**src/rtl/fitness_eval_ctrl_if.sv**
```systemverilog
// Controller <-> fitness datapath / memory signals: gene reads, accumulator
// strobes and the fitness-memory write handshake.
interface fitness_eval_ctrl_if #(
    parameter int FIT_W  = 12,
    parameter int IDX_W  = 4,
    parameter int GIDX_W = 3
);
    logic              gene_rd_en;
    logic [IDX_W-1:0]  ind_idx;
    logic [GIDX_W-1:0] gene_idx;
    logic              acc_clr;
    logic              acc_en;
    logic [FIT_W-1:0]  fit;
    logic              fit_wr_en;
    logic [IDX_W-1:0]  fit_wr_addr;
    logic              fit_wr_rdy;

    modport master (
        output gene_rd_en, ind_idx, gene_idx, acc_clr, acc_en,
               fit_wr_en, fit_wr_addr,
        input  fit, fit_wr_rdy
    );

    modport slave (
        input  gene_rd_en, ind_idx, gene_idx, acc_clr, acc_en,
               fit_wr_en, fit_wr_addr,
        output fit, fit_wr_rdy
    );
endinterface

```
**src/rtl/fitness_eval_ctrl.sv**
```systemverilog
// Fitness-evaluation sequencer: walks individuals and genes, writes each
// fitness under a ready handshake and tracks the best individual.
module fitness_eval_ctrl #(
    parameter int POP_SIZE = 16,
    parameter int GENE_NUM = 8,
    parameter int FIT_W    = 12,
    parameter int IDX_W    = $clog2(POP_SIZE),
    parameter int GIDX_W   = $clog2(GENE_NUM)
) (
    input  logic                 clk_i,
    input  logic                 rst_n_i,
    input  logic                 start_i,
    input  logic                 abort_i,
    output logic                 busy_o,
    output logic                 done_o,
    output logic [FIT_W-1:0]     best_fit_o,
    output logic [IDX_W-1:0]     best_idx_o,
    fitness_eval_ctrl_if.master  dp
);
    typedef enum logic [2:0] {
        S_IDLE, S_CLR, S_READ, S_DRAIN, S_WRITE, S_DONE
    } state_t;

    localparam logic [GIDX_W-1:0] LAST_GENE = GIDX_W'(GENE_NUM - 1);
    localparam logic [IDX_W-1:0]  LAST_IND  = IDX_W'(POP_SIZE - 1);

    state_t            state, state_nxt;
    logic [IDX_W-1:0]  ind_idx;
    logic [GIDX_W-1:0] gene_idx;
    logic              acc_en;
    logic [FIT_W-1:0]  best_fit;
    logic [IDX_W-1:0]  best_idx;
    logic              wr_ack;

    assign wr_ack = (state == S_WRITE) && dp.fit_wr_rdy;

    always_ff @(posedge clk_i or negedge rst_n_i) begin
        if (!rst_n_i) state <= S_IDLE;
        else          state <= state_nxt;
    end

    always_comb begin
        state_nxt = state;
        if (abort_i) begin
            state_nxt = S_IDLE;
        end else begin
            case (state)
                S_IDLE:  if (start_i) state_nxt = S_CLR;
                S_CLR:   state_nxt = S_READ;
                S_READ:  if (gene_idx == LAST_GENE) state_nxt = S_DRAIN;
                S_DRAIN: state_nxt = S_WRITE;
                S_WRITE: if (dp.fit_wr_rdy) state_nxt = (ind_idx == LAST_IND) ? S_DONE : S_CLR;
                S_DONE:  state_nxt = S_IDLE;
                default: state_nxt = S_IDLE;
            endcase
        end
    end

    // Counters and the accumulate strobe; acc_en trails the read strobe by the memory latency.
    always_ff @(posedge clk_i or negedge rst_n_i) begin
        if (!rst_n_i) begin
            ind_idx  <= '0;
            gene_idx <= '0;
            acc_en   <= 1'b0;
        end else if (abort_i) begin
            ind_idx  <= '0;
            gene_idx <= '0;
            acc_en   <= 1'b0;
        end else begin
            acc_en <= (state == S_READ);
            case (state)
                S_IDLE:  if (start_i) ind_idx <= '0;
                S_CLR:   gene_idx <= '0;
                S_READ:  if (gene_idx != LAST_GENE) gene_idx <= gene_idx + 1'b1;
                S_WRITE: if (dp.fit_wr_rdy && ind_idx != LAST_IND) ind_idx <= ind_idx + 1'b1;
                default: ;
            endcase
        end
    end

    // Strict compare keeps the lower index on ties; individual 0 always seeds the search.
    always_ff @(posedge clk_i or negedge rst_n_i) begin
        if (!rst_n_i) begin
            best_fit <= '0;
            best_idx <= '0;
        end else if (wr_ack && !abort_i && (ind_idx == '0 || dp.fit > best_fit)) begin
            best_fit <= dp.fit;
            best_idx <= ind_idx;
        end
    end

    assign busy_o         = (state != S_IDLE);
    assign done_o         = (state == S_DONE);
    assign dp.gene_rd_en  = (state == S_READ);
    assign dp.acc_clr     = (state == S_CLR);
    assign dp.fit_wr_en   = (state == S_WRITE);
    assign dp.acc_en      = acc_en;
    assign dp.ind_idx     = ind_idx;
    assign dp.gene_idx    = gene_idx;
    assign dp.fit_wr_addr = ind_idx;
    assign best_fit_o     = best_fit;
    assign best_idx_o     = best_idx;
endmodule

```
**src/flat_wrapper.sv**
```systemverilog
// flat-port wrapper written by rule: the top's interface ports become plain ports
module fitness_eval_ctrl_flat 
#(
    parameter int POP_SIZE = 16,
    parameter int GENE_NUM = 8,
    parameter int FIT_W    = 12,
    parameter int IDX_W    = $clog2(POP_SIZE),
    parameter int GIDX_W   = $clog2(GENE_NUM)
)
  (clk_i, rst_n_i, start_i, abort_i, busy_o, done_o, best_fit_o, best_idx_o, dp_gene_rd_en, dp_ind_idx, dp_gene_idx, dp_acc_clr, dp_acc_en, dp_fit_wr_en, dp_fit_wr_addr, dp_fit, dp_fit_wr_rdy);
  fitness_eval_ctrl_if #(.FIT_W(FIT_W), .IDX_W(IDX_W), .GIDX_W(GIDX_W)) dp_i ();
  input  logic clk_i;
  input  logic rst_n_i;
  input  logic start_i;
  input  logic abort_i;
  output logic busy_o;
  output logic done_o;
  output logic [FIT_W-1:0] best_fit_o;
  output logic [IDX_W-1:0] best_idx_o;
  output wire logic [$bits(dp_i.gene_rd_en)-1:0] dp_gene_rd_en;
  output wire logic [$bits(dp_i.ind_idx)-1:0] dp_ind_idx;
  output wire logic [$bits(dp_i.gene_idx)-1:0] dp_gene_idx;
  output wire logic [$bits(dp_i.acc_clr)-1:0] dp_acc_clr;
  output wire logic [$bits(dp_i.acc_en)-1:0] dp_acc_en;
  output wire logic [$bits(dp_i.fit_wr_en)-1:0] dp_fit_wr_en;
  output wire logic [$bits(dp_i.fit_wr_addr)-1:0] dp_fit_wr_addr;
  input wire logic [$bits(dp_i.fit)-1:0] dp_fit;
  input wire logic [$bits(dp_i.fit_wr_rdy)-1:0] dp_fit_wr_rdy;
  assign dp_gene_rd_en = dp_i.gene_rd_en;
  assign dp_ind_idx = dp_i.ind_idx;
  assign dp_gene_idx = dp_i.gene_idx;
  assign dp_acc_clr = dp_i.acc_clr;
  assign dp_acc_en = dp_i.acc_en;
  assign dp_fit_wr_en = dp_i.fit_wr_en;
  assign dp_fit_wr_addr = dp_i.fit_wr_addr;
  assign dp_i.fit = dp_fit;
  assign dp_i.fit_wr_rdy = dp_fit_wr_rdy;
  fitness_eval_ctrl #(.POP_SIZE(POP_SIZE), .GENE_NUM(GENE_NUM), .FIT_W(FIT_W), .IDX_W(IDX_W), .GIDX_W(GIDX_W)) u_core (.clk_i(clk_i), .rst_n_i(rst_n_i), .start_i(start_i), .abort_i(abort_i), .busy_o(busy_o), .done_o(done_o), .best_fit_o(best_fit_o), .best_idx_o(best_idx_o), .dp(dp_i));
endmodule
```
**config.mk**
```make
export PLATFORM = sky130hd
export DESIGN_NAME = fitness_eval_ctrl_flat
export DESIGN_NICKNAME = d
export VERILOG_FILES = /design/src/rtl/fitness_eval_ctrl_if.sv /design/src/rtl/fitness_eval_ctrl.sv /design/src/flat_wrapper.sv
export SDC_FILE = /design/constraint.sdc
export NUM_CORES = 1
export LEC_CHECK = 0
export ABC_AREA = 1
export CORE_UTILIZATION = 25
export DETAILED_ROUTE_END_ITERATION = 7
export GPL_ROUTABILITY_DRIVEN = 0
export PLACE_DENSITY = 0.59
export RECOVER_POWER = 25
export SLEW_MARGIN = 20
export SYNTH_ARGS = -nofsm -noshare
export SYNTH_HDL_FRONTEND = slang
export SYNTH_SLANG_ARGS = --single-unit
```
**constraint.sdc**
```tcl
create_clock -name clk_i -period 1.75 [get_ports clk_i]
set_input_delay 0.35 -clock clk_i [delete_from_list [all_inputs] [get_ports clk_i]]
set_output_delay 0.35 -clock clk_i [all_outputs]
set_load 0.01 [all_outputs]
```
# Word level (Yosys, flattened, before mapping)
# Index checks and enable logic that the tools add are counted.
# totals
register_bits	27
elab_cells	51
# op_classes
muxes	14
n_lt_le_gt_ge	1
n_addsub	2
n_eq_ne	14
n_reduce_logical	14
# ops
operator	count
$mux 3	7
$pmux 3 s5	1
$gt 12x12->1	1
$mux 4	3
$ne 3x2->1 const B	4
$eq 3x3->1 const B	3
$reduce_bool 3->1	3
$pmux 4 s2	1
$eq 3x2->1 const B	2
$ne 3x3->1 const B	2
$pmux 3 s2	1
$reduce_and 3->1	2
$add 4x1->4 const B	1
$eq 4x4->1 const B	1
$logic_and 1x1->1	4
$logic_not 4->1	1
$ne 4x4->1 const B	1
$add 3x1->3 const B	1
$eq 3x1->1 const B	1
$logic_not 3->1	1
$reduce_and 2->1	1
$logic_not 1->1	1
$logic_or 1x1->1	1
$mux 1	1

# Logic depth before layout (Yosys ltp)
# logic_depth
word_depth	5
mapped_depth	15
ltp_nobuf	14

# Least setup slack after synthesis
# OpenSTA, ideal clock, no wires.
# synth_path
kind	reg2reg
startpoint	register u_core.best_fit[11], in the netlist u_core.best_fit_o[11]
endpoint	register u_core.best_fit[0], in the netlist u_core.best_fit_o[0]
setup_ns	0.117
path_slack_ns	0.082
arrival_time_ns	1.551
path_buffers	1
stages_incl_launch_ff	15
path_cell_list	dfrtp_1 inv_1 ha_1 nand2_1 inv_1 nand2_2 nor2_2 nand2_1 nand3_1 nand2_2 nand2_4 nand2_4 buf_6 nand2_1 nand2_1
# synth_between
elab_chain_cells	3
# synth_lines
element	line_no	rtl
start: declaration	fitness_eval_ctrl.sv:31	logic [FIT_W-1:0] best_fit;
start signal: assignment	fitness_eval_ctrl.sv:87	best_fit <= dp.fit;
$gt 12x12->1	fitness_eval_ctrl.sv:86	end else if (wr_ack && !abort_i && (ind_idx == '0 || dp.fit > best_fit)) begin
$logic_or 1x1->1	fitness_eval_ctrl.sv:86	
$logic_and 1x1->1	fitness_eval_ctrl.sv:86	
# No other way between the ends.
# A chain may end at the register's enable or synchronous reset.

# Final worst setup path
# layout_path
startpoint	register u_core.state[1]
endpoint	output busy_o
# layout_between
elab_chain_cells	1
# layout_lines
element	line_no	rtl
start: declaration	fitness_eval_ctrl.sv:27	state_t state, state_nxt;
start signal: assignment	fitness_eval_ctrl.sv:39	else state <= state_nxt;
$reduce_bool 3->1	fitness_eval_ctrl.sv:92	assign busy_o = (state != S_IDLE);
end: declaration	flat_wrapper.sv:16	output logic busy_o;
# No other way between the ends.

==> qor.csv <==
metric,value,unit
yosysMostFrequentCell,nand2_1,
yosysTopAreaCell,dfrtp_1,
cts-htree-levels,1,
remaining_drc_errors,13,
critPathKind,flop to output pin,
seq_area,676,sq um
grt_pass1_wl,6.61,mm
n_antenna_cell,0,
maxCapViolations,0,
firstDrtPassIters,6,
clk_pin_slew_worst_paths,100,ps
ant_nets,0,
dpl-instance-area,2310,sq um
num_vias,1578,
area_delta_synth_final,47.9,%
viasPerCell,4.47,
vdd_ir_drop_max,266,uV
ios,50,
fmax,597,MHz
synthesis.area,1690,sq um
cp-end-kind,output pin,
syn-num-nets,245,
grt_pass1_vias,1472,
stdcell_count,353,
final-setup-viol-count,0,
power.static_leakage,1.34,nW
die_area,7090,sq um
violations,design-rule violations,
arrival,1320,ps
post_drt_wl_per_cell,11.6,microns
clockBufferDepth,2,
synth.top_cell.area_share,0.400,
rows,29,
cp_max_fo,3,
clk_latency,280,ps
grt_max_degree,28,
grt-ovfl-total,0,
yosysWarnings,0,
r2r_slack,80,ps
ys_ff_latch,27,
power_density,672,nW/um^2
antenna_found_initial,0,
worstHoldPathType,input pin to flop,
fillCellCount,650,
async_flop_share,1.00,
synthTopCellsByCount,"61 x nand2_1, 33 x inv_1, 28 x nand3_1, 27 x dfrtp_1, 16 x ha_1",
cp_data_required_time,1400,ps
wl,4.09,mm
multi_input_area,920,sq um
post-route-util,0.389,
fin_nets,310,
pre_cts_ws,-332,ps
fin_crit_sh,0.956,
yosysSeqAreaShare,0.400,
numPortBuffers,49,
ctsHoldBuffers,0,
synthFlopType,dfrtp_1,
dr.first_iter.drc_count,55,
synth_edf_count,0,
status,finished with violations,
synth_area_per_cell,7.97,sq um
power.total,1.68,mW
worst_pin_slew,684,ps
final.min_clock_period,1670,ps
ys_top_cells_by_area,"dfrtp_1 40%, nand2_1 14%, ha_1 12%",
cts_tree,built,
cts_made_buffers,3,
die-width,84.2,microns
slew_violations,0,
tns,0,ps
post_synth_num_cell_types,23,
start_util,0.263,
startpoint_type,flop,
max_slew_margin,0.544,
hpwlAfterDp,2.95,mm
cts_root_buf,clkbuf_8,
die_h,84.2,microns
drive_gt1_frac,0.178,
synth_cells,212,
clock_sinks,27,
core,6420,sq um
hold_viol,0,
stdcell_area,2500,sq um
rsz0062_at_grt,true,
grtUsageTotal,0.116,
skew,7.75,ps
hold_ws,357,ps
fin_ws,76.2,ps
place_inst,343,
[timing repair]
item / CTS / global route
setup endpoints to repair: 21 / 16
hold endpoints to repair: 0 / 0
resized for setup: 10 / 22
pin swaps: 5 / 17
cloned: 0 / 1
buffers inserted: 2 / 3
[cells in the final DEF (no fill, tap or decap), types with 2 or more instances in the layout]
| cell | n |
|---|---|
| nand3_1 | 24 |
| clkdlybuf4s50_1 | 31 |
| nor2_2 | 2 |
| ha_4 | 4 |
| clkbuf_8 | 3 |
| nand2_2 | 7 |
| nand2_4 | 4 |
| nor2_1 | 4 |
| inv_1 | 30 |
| nor3_1 | 3 |
| nand4_1 | 2 |
| a21oi_1 | 4 |
| nand3_2 | 4 |
| ha_1 | 12 |
| buf_6 | 2 |
| buf_4 | 14 |
| dlygate4sd2_1 | 8 |
| nand2_1 | 60 |
| dfrtp_1 | 27 |
| dlymetal6s2s_1 | 9 |
| inv_2 | 4 |
| o21ai_0 | 7 |
[final timing paths]
path                                       from              endpoint  depth (start not counted)
setup / recovery                u_core.state[1]                busy_o                          4
setup reg to reg           u_core.best_fit_o[7]  u_core.best_fit_o[1]                         11
hold reg to reg            u_core.best_idx_o[1]  u_core.best_idx_o[1]                          2
min in group asynchronous               rst_n_i  u_core.best_fit_o[7]                          2
hold / removal                        dp_fit[6]  u_core.best_fit_o[6]                          3
max in group asynchronous               rst_n_i  u_core.best_fit_o[0]                          2
[critical path: stages, from the launching register on]
cell and delay (ps):
dfrtp_1 420, nor2_2 160, buf_4 140, nand2_2 50, dlygate4sd2_1 280
[kinds of logic after synthesis]
group,count (synthesis),share of synthesized area
AO/OA/AOI/OAI,16,0.0555
adder cells (fa/ha/maj),16,0.118
buffers and inverters,41,0.111
flip-flops,27,0.400
AND/OR/NAND/NOR,112,0.315
[layer usage]
layer | part of all wire | global-route usage | up-vias
met1 | 0.46 | 0.153 | 743
met3 | 0.045 | 0.0236 | 4
met5 | 0 | 0 | -
met4 | 0.0071 | 0.0345 | 0
met2 | 0.49 | 0.192 | 34
li1 | - | - | 797
[registers in the layout (all words and copies together), names as in the netlist]
register / cells
u_core.dp.fit_wr_addr: 4
u_core.dp.gene_idx: 3
u_core.dp.acc_en: 1
u_core.best_fit_o: 12
u_core.state: 3
u_core.best_idx_o: 4
[final cells by class]
class                      count  share of cell area
sequential                    27               0.270
timing repair buffer          66               0.254
tap                           77              0.0385
inverter                      34              0.0511
multi-input combinational    145               0.368
clock buffer                   4              0.0180
[power breakdown]
| part | switching, mW | internal (mW) | leakage (nW) | total (mW) |
|---|---|---|---|---|
| clock | 0.201 | 0.163 | 0.0228 | 0.365 |
| combinational | 0.288 | 0.299 | 0.944 | 0.588 |
| sequential | 0.0465 | 0.681 | 0.371 | 0.728 |
No activity file was read; power rests on OpenSTA's default activity.
